File: src/rtl/sign_extend.sv
// Purpose : MIPS immediate extender, IN_W-bit immediate to OUT_W-bit ALU/branch operand.
// Latency : out is combinational (0 cycles); out_q and valid_q are registered (1 cycle).
// Backpr. : none; valid_in qualifies capture only, out_q holds while valid_in is low.
//
// Ports:
//   clk       rising-edge clock for the stage register
//   rst_n     asynchronous active-low reset (clears out_q, valid_q)
//   in        immediate field from the instruction, bit IN_W-1 is the sign
//   mode      00 sign-ext, 01 zero-ext, 10 upper (lui), 11 branch offset
//   valid_in  in/mode are valid this cycle
//   out       combinational extended result
//   out_q     registered copy of out, loaded when valid_in is high
//   valid_q   valid_in delayed by one cycle
//
// Build option: define SIGN_EXTEND_BRANCH_EN to make mode 11 produce the
// sign-extended immediate shifted left by 2 (word-aligned branch offset).
// Without it, mode 11 is a plain sign-extend and no shifter exists.

module sign_extend #(
  parameter int IN_W  = 16,
  parameter int OUT_W = 32
) (
  input  logic             clk,
  input  logic             rst_n,
  input  logic [IN_W-1:0]  in,
  input  logic [1:0]       mode,
  input  logic             valid_in,
  output logic [OUT_W-1:0] out,
  output logic [OUT_W-1:0] out_q,
  output logic             valid_q
);

  localparam int EXT_W = OUT_W - IN_W;

  localparam logic [1:0] MODE_SEXT   = 2'b00;
  localparam logic [1:0] MODE_ZEXT   = 2'b01;
  localparam logic [1:0] MODE_UPPER  = 2'b10;
  localparam logic [1:0] MODE_BRANCH = 2'b11;

  // The extension field must be non-empty for the concatenations below.
  generate
    if (OUT_W <= IN_W) begin : g_bad_width
      $error("sign_extend: OUT_W must be greater than IN_W");
    end
  endgenerate

  logic [OUT_W-1:0] sext;
  logic [OUT_W-1:0] zext;
  logic [OUT_W-1:0] upper;
  logic [OUT_W-1:0] branch;

  assign sext  = {{EXT_W{in[IN_W-1]}}, in};
  assign zext  = {{EXT_W{1'b0}}, in};
  assign upper = {in, {EXT_W{1'b0}}};

`ifdef SIGN_EXTEND_BRANCH_EN
  // Word-aligned branch offset. Shifting the already sign-extended value
  // drops the top two copies of the sign bit, which is the intended
  // truncation and stays legal even when EXT_W is smaller than 2.
  assign branch = sext << 2;
`else
  assign branch = sext;
`endif

  always_comb begin
    out = sext;
    case (mode)
      MODE_SEXT:   out = sext;
      MODE_ZEXT:   out = zext;
      MODE_UPPER:  out = upper;
      MODE_BRANCH: out = branch;
      default:     out = sext;
    endcase
  end

  // Stage register: capture uses whatever mode is present at the edge.
  always_ff @(posedge clk or negedge rst_n) begin
    if (!rst_n) begin
      out_q   <= '0;
      valid_q <= 1'b0;
    end else begin
      valid_q <= valid_in;
      if (valid_in) begin
        out_q <= out;
      end
    end
  end

endmodule

File: config.mk
export PLATFORM = sky130hd
export DESIGN_NAME = sign_extend
export DESIGN_NICKNAME = d
export VERILOG_FILES = /design/src/rtl/sign_extend.sv
export SDC_FILE = /design/constraint.sdc
export NUM_CORES = 1
export LEC_CHECK = 0
export BUFFER_PORTS_ARGS = -buffer_cell sky130_fd_sc_hd__buf_2
export CAP_MARGIN = 15
export CORE_MARGIN = 2
export CORE_UTILIZATION = 36
export CTS_BUF_LIST = sky130_fd_sc_hd__clkbuf_8
export CTS_CLUSTER_SIZE = 20
export DETAILED_ROUTE_END_ITERATION = 16
export GPL_TIMING_DRIVEN = 0
export HOLD_SLACK_MARGIN = 0.02
export PLACE_DENSITY = 0.67
export SYNTH_ARGS = -nofsm -noshare
export SYNTH_HDL_FRONTEND = slang
export SYNTH_SLANG_ARGS = --single-unit
File: constraint.sdc
create_clock -name clk -period 2.6 [get_ports clk]
set_input_delay 0.13 -clock clk [delete_from_list [all_inputs] [get_ports clk]]
set_output_delay 0.13 -clock clk [all_outputs]
set_load 0.03 [all_outputs]
# == Yosys cells after proc, flatten, opt, wreduce, memory -nomap -nowiden ==
# Index checks and enable logic that the tools add are counted.
# word_totals
reg_bits,33
word_cells,8
# classes
n_eq_ne,3
n_mux,1
reduce_logical,2
# ops
op,n
one-hot mux 32 bit (3 select lines),1
"== test 2 bit, second input constant",2
"== test 2 x 1 -> 1 bit, second input constant",1
zero test 2 bit,1
OR reduction 2 bit,1

# == Logic depth before layout (Yosys ltp) ==
# Gate-level depths: netlist of run 1.
# logic_depth
depth_word,3
ltp_mapped,6
ltp_nobuf,4

# == Least setup slack after synthesis of run 1 ==
# OpenSTA, ideal clock, no wires.
# synth_timing
path_type,input to output
start,in mode[0]
end,out out[31]
t_arrival_ns,1.381
slack_ns,1.089
stages,5
path_buffers,1
path_cell_list,inv_1 > ha_1 > buf_2 > nor2_1 > nor3_1
# synth_via
elab_chain_len,3
word_cells_on_any_way,6
cone_classes,eq/ne: 3; mux: 1; reduce/logical: 2
# synth_rtl
item,line,text
start: declaration,26,"input logic [1:0] mode,"
== test 2 bit or zero test 2 bit (tied branches),67,case (mode)
OR reduction 2 bit (no line),n/a,
one-hot mux 32 bit (3 select lines) (*),67,
end: declaration,28,"output logic [OUT_W-1:0] out,"
# Every way passes the cells marked *; elsewhere a longest branch is shown, timed or not.

# == Final worst setup path of run 1 ==
# layout_timing
start,in mode[0]
end,out out[22]
# Same word-level chain as after synthesis.

==> results.py, run 1 <==
metrics = {
    "worst_setup_path": {
        "path_delay_family": "buffers and inverters",
        "cpMaxStageDelayCell": "ha_1",
        "critPathMaxStageDelay_ns": 0.33,
        "crit_path_end_kind": "output pin",
        "reg2reg_depth": 1,
        "worst_ep_required_time_ns": 2.47,
        "path_cells": "buf_2 > inv_1 > ha_1 > buf_2 > a22oi_1 > nor2_1 > buf_2",
        "cpMostUsedCell": "buf_2",
        "critPathBufInv": 4,
        "worstPathMaxFanout": 10,
        "cp.depth": 7,
        "worstSetupPathType": "in -> out",
        "worstPathArrival_ns": 1.33,
        "critical_path.startpoint_type": "input port",
    },
    "sta": {
        "setup_viol": 0,
        "period_needed_ns": 1.459,
        "worstMarginPinSlew_ns": 0.7037,
        "whs_ns": 0.1925,
        "slew_headroom_pct": 53.08,
        "period_share_pct": 56.10,
        "slew_violations": 0,
        "fmax_ghz": 0.6856,
        "clock_skew_ns": 0,
        "hold_viol_final": 0,
        "fin_setup_tns_ns": 0,
        "grt_setup_unrepaired": "no",
    },
    "clock_tree": {
        "cts_sinks": 33,
        "post_cts_resized": 0,
        "cts_setup_buffers": 0,
        "insertion_delay_ns": 0.27,
        "cts_made_buffers": 5,
        "clk_pin_slew_ns": 0.06,
        "h-tree-depth": 2,
        "clockBufferDepth": 2,
        "cts_hold_buf": 2,
        "cts_tree": "yes",
        "cts_root_buf": "clkbuf_8",
    },
    "logic_synthesis": {
        "syn-num-nets": 159,
        "synth_cell_types": 16,
        "syn-cell-area_um2": 1603,
        "ys_ff_latch": 33,
        "synthMuxAreaShare_pct": 11.71,
        "synth_top_family_by_area": "compound AO/OA/AOI/OAI gates",
        "yosysMostFrequentCell": "dfrtp_1",
        "netlist_top_cells_area": "dfrtp_1 (52%), mux2_2 (9.8%), o2bb2ai_1 (8.2%)",
        "synth-simple-area-share_pct": 4.840,
        "yosys.area.top_type_share_pct": 51.52,
        "ys_warn_count": 0,
        "synthFlopType": "dfrtp_1",
        "async_flop_share_pct": 100.0,
        "synthXorXnorAreaFrac_pct": 0,
        "syn_inst": 136,
        "synthAdderAreaFrac_pct": 1.561,
        "synth-compound-area-share_pct": 23.26,
        "synth-edff-count": 0,
        "ys_seq_area_share_pct": 51.52,
        "synth_area_per_cell_um2": 11.79,
        "yosys-top-cells-count": "dfrtp_1 (33), nor2_1 (16), o21a_1 (16)",
        "synth_top_area_cell": "dfrtp_1",
    },
    "power_and_ir_drop": {
        "p_per_area_nw_per_um2": 672.8,
        "ir_worst_vdd_uv": 504.3,
        "power.leakage_nw": 1.173,
    },
    "grt": {
        "grt_pass1_vias": 1341,
        "grt_pass1_wl_um": 6361,
        "grt_max_degree": 34,
        "antenna_found_initial": 0,
        "gr-total-overflow": 0,
        "grt.total_usage_pct": 16.05,
    },
    "final_layout": {
        "utilization_pct": 50.46,
        "fin_nets": 252,
        "layout-drive-gt1-share_pct": 53.07,
        "n_fill_cell": 421,
        "synthToLayoutAreaGrowth_pct": 36.14,
        "num_antenna_cells": 0,
    },
    "routing": {
        "via_per_inst": 4.918,
        "drt_pass1_iterations": 4,
        "route.detailed.drc": 0,
        "num_vias": 1377,
        "drtIter0Drc": 40,
        "wire_per_inst_um": 14.55,
        "wirelength_um": 4074,
        "final_antenna_net_count": 0,
    },
    "hold_path": {
        "hold_path_class": "in -> reg",
        "holdPathStages": 3,
    },
    "flow_run": {
        "maxCapViolCount": 0,
    },
    "floorplanning": {
        "initial_core_util_pct": 37.07,
        "num_rows": 24,
        "ioPinCount": 86,
        "fp.dieH_um": 70.73,
        "core_region_area_um2": 4324,
        "dieArea_um2": 5002,
        "dieWidth_um": 70.73,
    },
    "place": {
        "numPortBuffers": 84,
        "place.detailed.hpwl_um": 3229,
        "routabilityCongestion": 0.8468,
    },
    "run_status": {
        "status": "complete, no violations",
    },
}
## state kept, by name, indices dropped and copies added, names as in the netlist
name / cells
out_q: 32
valid_q: 1
## report_power, final
group	leakage (nW)	internal [mW]	switching, mW
clock	0.0399	0.176	0.167
sequential	0.421	0.572	0.0313
combinational	0.712	0.168	0.354
## tightest hold or removal path, delay by kind of cell
kind	cells	cell delay (ns)
buf+inv	2	0.22
compound gates	1	0.07
## cells by family (layout without fill, tap and decap cells)
group	after synthesis	in the layout
AOI/OAI and AO/OA	47	47
buffers and inverters	19	111
muxes	16	16
and+or+nand+nor	19	19
DFF	33	33
adders and majority gates	2	2
## routing by layer
layer  GRT usage (%)  share of wire, %  vias to the layer above
met5               0                 0                        -
met4           3.354              0.74                        0
met3           6.838               7.9                        4
met2           25.75                48                       39
met1           20.42                43                      653
li1                -                 -                      681
## final cells by class
cell class	count	area, um^2	area share [%]
flip-flops and latches	33	825.8	37.84
multi-input cells	84	663.1	30.39
repair buffers	86	440.4	20.18
plain buffers	15	98.84	4.530
clock buffers	5	68.82	3.154
well taps	52	65.06	2.982
inverters	4	15.01	0.6881
clock inverters	1	5.005	0.2294
## cells in the final DEF (no fill, tap or decap)
cell type,count
clkbuf_8,5
clkbuf_2,1
a22oi_1,15
nor3_1,1
ha_1,2
mux2_2,14
inv_1,4
clkinv_2,1
buf_6,3
buf_2,93
buf_4,2
dfrtp_1,33
nand2b_1,2
mux2_4,2
o2bb2ai_1,15
o41ai_1,1
o21a_1,16
dlygate4sd3_1,2
nor2_1,16
## metrics by stage
| stage | instances | power, mW | setup WS (ns) | cell area, um^2 |
|---|---|---|---|---|
| 2_1_floorplan | 136 | 0.9711 | 1.089 | 1603 |
| 3_3_place_gp | 272 | 1.132 | 1.131 | 2088 |
| 3_5_place_dp | 272 | 1.136 | 1.142 | 2088 |
| 4_1_cts | 280 | 1.482 | 1.132 | 2182 |
| 5_1_grt | 280 | 1.536 | 1.039 | 2182 |
| 6_report | 280 | 1.468 | 1.141 | 2182 |
## worst paths after layout
| path | from | to | slack [ns] |
|---|---|---|---|
| setup / recovery | mode[0] | out[22] | 1.14 |
| max in group asynchronous | rst_n | out_q[31]$_DFFE_PN0P_ | 1.70 |
| hold / removal | in[15] | out_q[31]$_DFFE_PN0P_ | 0.19 |
| hold reg to reg | out_q[22]$_DFFE_PN0P_ | out_q[22]$_DFFE_PN0P_ | 0.48 |
| min in group asynchronous | rst_n | out_q[10]$_DFFE_PN0P_ | 0.45 |
| setup reg to reg | out_q[9]$_DFFE_PN0P_ | out_q[9]$_DFFE_PN0P_ | 1.82 |
No activity file was read; power rests on OpenSTA's default activity.
==> run 2, diff against run 1 <==
PLACE_DENSITY = 0.69   (was 0.67)
clock period = 1.2 ns   (was 2.6 ns; I/O delays follow)
==> run 2 against run 1 <==
Effect of this change:
- total power rose by 130%
- global-route usage rose by 0.68 points
- first-iteration DRC count decreased by 2.5%
- sequential power up 120%
- combinational power grew 140%
- count of clock-buffer cells in the layout unchanged
- via count increased by 3.8%
- die area did not move
- largest cell class unchanged
- highest routed layer unchanged
==> results.py, run 2 (same netlist as run 1, synthesis figures left out) <==
metrics = {
    "worst_setup_path": {
        "critPathMaxStageDelay_ns": 0.24,
        "crit_end": "out[29]",
        "cp.depth": 7,
        "reg2reg_depth": 1,
        "crit_path_end_kind": "output pin",
        "r2r-end": "out_q[15]$_DFFE_PN0P_",
        "worst_ep_required_time_ns": 1.14,
        "path_cells": "buf_2 > inv_1 > ha_4 > buf_6 > a22oi_1 > nor2_1 > buf_4",
        "cp-startpoint": "mode[0]",
        "critical_path.startpoint_type": "input port",
        "critPathBufInv": 4,
        "cpMaxStageDelayCell": "a22oi_1",
        "reg2reg_from": "out_q[15]$_DFFE_PN0P_",
        "r2r_slack_ns": 0.43,
        "worstSetupPathType": "in -> out",
        "worstPathArrival_ns": 1.11,
        "worstPathMaxFanout": 10,
        "path_delay_family": "buffers and inverters",
    },
    "sta": {
        "fmax_ghz": 0.8527,
        "slew_violations": 0,
        "setup_viol": 0,
        "worstMarginPinSlew_ns": 0.7347,
        "slew_headroom_pct": 51.02,
        "fin_setup_tns_ns": 0,
        "clock_skew_ns": 0,
        "hold_viol_final": 0,
        "grt_setup_unrepaired": "yes",
        "period_needed_ns": 1.173,
        "period_share_pct": 97.72,
    },
    "grt": {
        "gr-total-overflow": 0,
        "grt_pass1_vias": 1399,
        "grt_pass1_wl_um": 6637,
        "grt.total_usage_pct": 16.73,
        "antenna_found_initial": 0,
        "grt_max_degree": 34,
    },
    "hold_path": {
        "hold_path_class": "in -> reg",
    },
    "power_and_ir_drop": {
        "p_comb_share_pct": 38.1,
        "power_switching_mw": 1.251,
        "p_per_area_nw_per_um2": 1391,
        "swShare_pct": 37.67,
        "ir_worst_vdd_uv": 1124,
        "intPower_mw": 2.070,
        "p_clk_share_pct": 22.6,
        "total_power_mw": 3.322,
        "p_seq_share_pct": 39.3,
        "power.leakage_nw": 1.213,
    },
    "flow_run": {
        "maxCapViolCount": 0,
    },
    "routing": {
        "wirelength_um": 4355,
        "wire_per_inst_um": 15.44,
        "final_antenna_net_count": 0,
        "drt_pass1_iterations": 4,
        "drtIter0Drc": 39,
        "num_vias": 1429,
        "via_per_inst": 5.067,
        "route.detailed.drc": 0,
    },
    "place": {
        "routabilityCongestion": 0.7820,
        "dpl-instance-area_um2": 2132,
        "place.detailed.hpwl_um": 3355,
        "numPortBuffers": 84,
    },
    "final_layout": {
        "layout-drive-gt1-share_pct": 68.26,
        "regMostFlops": "out_q",
        "most-common-layout-cells": "buf_2 (78), dfrtp_1 (33), o2bb2ai_1 (15)",
        "fin_nets": 254,
        "final_area_um2": 2389,
        "synthToLayoutAreaGrowth_pct": 49.02,
        "largest_reg_flops": 32,
        "layout_commonest_cell": "buf_2",
        "utilization_pct": 55.24,
        "top_regs": "out_q (32), valid_q (1)",
        "num_antenna_cells": 0,
    },
    "floorplanning": {
        "core_region_area_um2": 4324,
        "initial_core_util_pct": 37.07,
        "dieArea_um2": 5002,
        "ioPinCount": 86,
        "dieWidth_um": 70.73,
        "num_rows": 24,
        "fp.dieH_um": 70.73,
    },
    "clock_tree": {
        "clk_pin_slew_ns": 0.07,
        "cts_root_buf": "clkbuf_8",
        "cts_tree": "yes",
        "cts_made_buffers": 5,
        "insertion_delay_ns": 0.27,
        "h-tree-depth": 2,
        "cts_sinks": 33,
        "clockBufferDepth": 2,
    },
    "run_status": {
        "status": "complete, no violations",
    },
}
-- run 2: changes by cell type in the layout (fill, tap and decap cells not counted), moves of 2 or more --
cell and change:
a22oi_2 +12, buf_6 +8, nor2_2 +5, nor2_1 -6, a22oi_1 -12, clkbuf_4 +2
o21a_1 -14, buf_4 +8, buf_2 -15, o21a_2 +13
-- run 2: worst min-delay path by stage --
stage,cells after the start,to,slack (ns),start
3_3_place_gp,1,out_q[1]$_DFFE_PN0P_,0.15,rst_n
5_1_grt,3,out_q[28]$_DFFE_PN0P_,0.13,in[12]
4_1_cts,3,out_q[23]$_DFFE_PN0P_,0.11,in[7]
2_1_floorplan,0,out_q[0]$_DFFE_PN0P_,-0.24,rst_n
3_5_place_dp,1,valid_q$_DFF_PN0_,0.16,rst_n
6_report,3,out_q[16]$_DFFE_PN0P_,0.1,in[0]
-- run 2: area by class of cell --
| type | instances | area, um^2 |
|---|---|---|
| fill | 410 | 1936 |
| sequential | 33 | 825.8 |
| multi-input combinational | 84 | 784.5 |
| timing repair buffer | 89 | 505.5 |
| buffer | 14 | 118.9 |
| clock buffer | 5 | 68.82 |
| tap | 52 | 65.06 |
| inverter | 4 | 15.01 |
| clock inverter | 1 | 5.005 |
-- run 2: metal layers --
| metal | GRT usage, % | routed length (um) | up-vias |
|---|---|---|---|
| met2 | 28.56 | 2202 | 60 |
| li1 | - | - | 683 |
| met1 | 19.84 | 1778 | 681 |
| met5 | 0 | 0 | - |
| met3 | 5.983 | 333 | 5 |
| met4 | 5.031 | 40 | 0 |
-- run 2: timing repair --
item / 4_1_cts / 5_1_grt
pin swaps: 0 / 3
setup endpoints to repair: 13 / 15
setup buffers: 0 / 3
hold buffers: 2 / 0
endpoints found under the hold margin: 34 / 0
cloned: 0 / 0
resized for setup: 11 / 36
-- run 2: power by group through the flow --
stage | clock network [mW] | logic [mW] | registers, mW
after floorplan | 0 | 0.545 | 1.58
after global placement | 0 | 1.15 | 1.32
after detailed placement | 0 | 1.16 | 1.33
after CTS | 0.754 | 1.19 | 1.31
after global routing | 0.795 | 1.34 | 1.32
final | 0.750 | 1.26 | 1.31
-- run 2: through the flow --
step / setup WS [ns] / cells / hold slack, ns
floorplan: 0.01650 / 136 / -0.2356
global placement: -0.07785 / 272 / 0.1549
detailed placement: -0.08927 / 272 / 0.1601
CTS: -0.05095 / 280 / 0.1108
global route: -0.04182 / 282 / 0.1273
finish: 0.02731 / 282 / 0.09869
==> run 3, diff against run 2 <==
ABC_CLOCK_PERIOD_IN_PS = 1100   (was unset)
PLACE_DENSITY = 0.67   (was 0.69)
clock period = 1.1 ns   (was 1.2 ns; I/O delays follow)
==> run 3 against run 2 <==
Effect of this change:
- the run now ends with negative setup slack left
- hold slack gained 0.018 ns
- non-clock buffer count grew 9
- design area grew 16%
- critical path type unchanged
- critical endpoint is now out[20]
- clock power grew 20%
- via count grew 5.7%
- first-iteration DRC count grew 79%
- utilization grew 9.0 points
- clock skew is the same
- combinational power grew 30%
- sequential share of layout area shrank 4.9 points
- worst setup slack lost 0.063 ns
- routed wire length grew 9.9%
==> results.py, run 3 (same netlist as run 1, synthesis figures left out) <==
metrics = {
    "floorplanning": {
        "ioPinCount": 86,
        "core_region_area_um2": 4324,
        "fp.dieH_um": 70.73,
        "dieArea_um2": 5002,
        "num_rows": 24,
        "initial_core_util_pct": 37.07,
        "dieWidth_um": 70.73,
    },
    "power_and_ir_drop": {
        "p_per_area_nw_per_um2": 1428,
        "ir_worst_vdd_uv": 709.3,
        "power.leakage_nw": 1.359,
    },
    "worst_setup_path": {
        "reg2reg_depth": 1,
        "r2r-end": "out_q[15]$_DFFE_PN0P_",
        "critPathMaxStageDelay_ns": 0.28,
        "path_cells": "buf_8 > inv_4 > ha_4 > clkbuf_16 > a22oi_2 > nor2_2 > buf_6",
        "worst_ep_required_time_ns": 1.04,
        "worstPathArrival_ns": 1.08,
        "cpMaxStageDelayCell": "ha_4",
        "critical_path.startpoint_type": "input port",
        "r2r_slack_ns": 0.34,
        "cp-startpoint": "mode[0]",
        "worstPathMaxFanout": 7,
        "reg2reg_from": "out_q[15]$_DFFE_PN0P_",
        "worstSetupPathType": "in -> out",
        "critPathBufInv": 4,
        "crit_path_end_kind": "output pin",
        "path_delay_family": "buffers and inverters",
    },
    "sta": {
        "hold_viol_final": 0,
        "fmax_ghz": 0.8807,
        "layout_setup_ws_ns": -0.03542,
        "clock_skew_ns": 0,
        "setup_viol": 7,
        "slew_headroom_pct": 50.93,
        "slew_violations": 0,
        "period_needed_ns": 1.135,
        "worstMarginPinSlew_ns": 0.7360,
        "period_share_pct": 103.2,
        "grt_setup_unrepaired": "yes",
    },
    "grt": {
        "met2_usage_pct": 30.11,
        "grt_pass1_vias": 1417,
        "gr-total-overflow": 0,
        "grt.total_usage_pct": 18.68,
        "grt_use_met1_pct": 22.96,
        "grt_busiest_layer": "met2",
        "antenna_found_initial": 0,
        "use_met3_pct": 4.843,
        "grt_pass1_wl_um": 7251,
        "grt_max_degree": 34,
    },
    "routing": {
        "route.detailed.drc": 0,
        "drtIter0Drc": 70,
        "drt_pass1_iterations": 4,
        "wirelength_um": 4784,
        "num_vias": 1511,
        "via_per_inst": 5.175,
        "final_antenna_net_count": 0,
        "wire_per_inst_um": 16.38,
    },
    "hold_path": {
        "hold_end": "out_q[28]$_DFFE_PN0P_",
        "hold_path_class": "in -> reg",
        "min_from": "in[12]",
        "holdPathStages": 3,
    },
    "final_layout": {
        "largest_reg_flops": 32,
        "stdcell_count": 292,
        "regMostFlops": "out_q",
        "utilization_pct": 64.27,
        "num_antenna_cells": 0,
        "n_fill_cell": 347,
        "final_area_um2": 2779,
        "synthToLayoutAreaGrowth_pct": 73.38,
        "top_regs": "out_q (32), valid_q (1)",
        "most-common-layout-cells": "buf_2 (67), dfrtp_1 (33), buf_4 (17)",
        "fin_nets": 263,
        "layout_commonest_cell": "buf_2",
        "layout-drive-gt1-share_pct": 73.75,
    },
    "place": {
        "dp.cells": 272,
        "place.detailed.hpwl_um": 3367,
        "numPortBuffers": 84,
        "dpl-instance-area_um2": 2308,
        "routabilityCongestion": 0.7550,
    },
    "clock_tree": {
        "clockBufferDepth": 2,
        "clk_pin_slew_ns": 0.06,
        "cts_tree": "yes",
        "h-tree-depth": 2,
        "cts_sinks": 33,
        "cts_root_buf": "clkbuf_8",
        "cts_made_buffers": 5,
        "insertion_delay_ns": 0.28,
    },
    "run_status": {
        "violations": "negative setup slack",
        "status": "finished with violations",
    },
    "flow_run": {
        "maxCapViolCount": 0,
    },
}
## run 3: cell count changes in the layout (fill, tap and decap cells not counted), sizes merged
cell and delta:
buf +6, clkbuf +4, clkinv -1, inv +1
## run 3: how the worst max path moves through the flow
| stage | depth (start not counted) | to |
|---|---|---|
| 2_1_floorplan | 5 | out[27] |
| 3_3_place_gp | 8 | out[27] |
| 3_5_place_dp | 8 | out[27] |
| 4_1_cts | 7 | out[24] |
| 5_1_grt | 7 | out[20] |
| 6_report | 7 | out[20] |
## run 3: through the flow
| step | worst slack (ns) | power [mW] | setup TNS (ns) | hold WS [ns] |
|---|---|---|---|---|
| 2_1_floorplan | -0.04302 | 2.428 | -0.1283 | -0.2406 |
| 3_3_place_gp | -0.2043 | 2.814 | -6.022 | 0.1598 |
| 3_5_place_dp | -0.2112 | 2.822 | -6.503 | 0.1631 |
| 4_1_cts | -0.04101 | 3.882 | -0.06256 | 0.09974 |
| 5_1_grt | -0.08067 | 4.136 | -0.5456 | 0.1171 |
| 6_report | -0.03542 | 3.967 | -0.1359 | 0.1172 |
## run 3: what timing repair did
| item | CTS | global route |
|---|---|---|
| pin swaps | 6 | 10 |
| buffers inserted | 4 | 6 |
| gates cloned | 0 | 2 |
| resized for setup | 54 | 16 |
| endpoints found under the setup margin | 28 | 16 |
| endpoints found under the hold margin | 34 | 0 |
| hold buffers | 2 | 0 |
## run 3: metal layers
metal | routed length (um) | share of wire [%]
met3 | 226 | 4.7
met1 | 1954 | 41
met4 | 183 | 3.8
met2 | 2419 | 51
met5 | 0 | 0
## run 3: report_power, final
group | internal, mW | leakage (nW) | switching (mW)
Sequential | 1.35 | 0.421 | 0.0725
Clock | 0.486 | 0.0485 | 0.417
Combinational | 0.675 | 0.889 | 0.964
Total | 2.51 | 1.36 | 1.45
## run 3: final cells by class
cell class | count | area [um^2] | share of cell area [%]
Multi-Input combinational cell | 84 | 953.4 | 34.31
Inverter | 4 | 25.02 | 0.9005
Clock inverter | 1 | 3.754 | 0.1351
Clock buffer | 6 | 82.58 | 2.972
Tap cell | 52 | 65.06 | 2.341
Timing Repair Buffer | 98 | 676.9 | 24.36
Buffer | 14 | 146.4 | 5.268
Sequential cell | 33 | 825.8 | 29.72
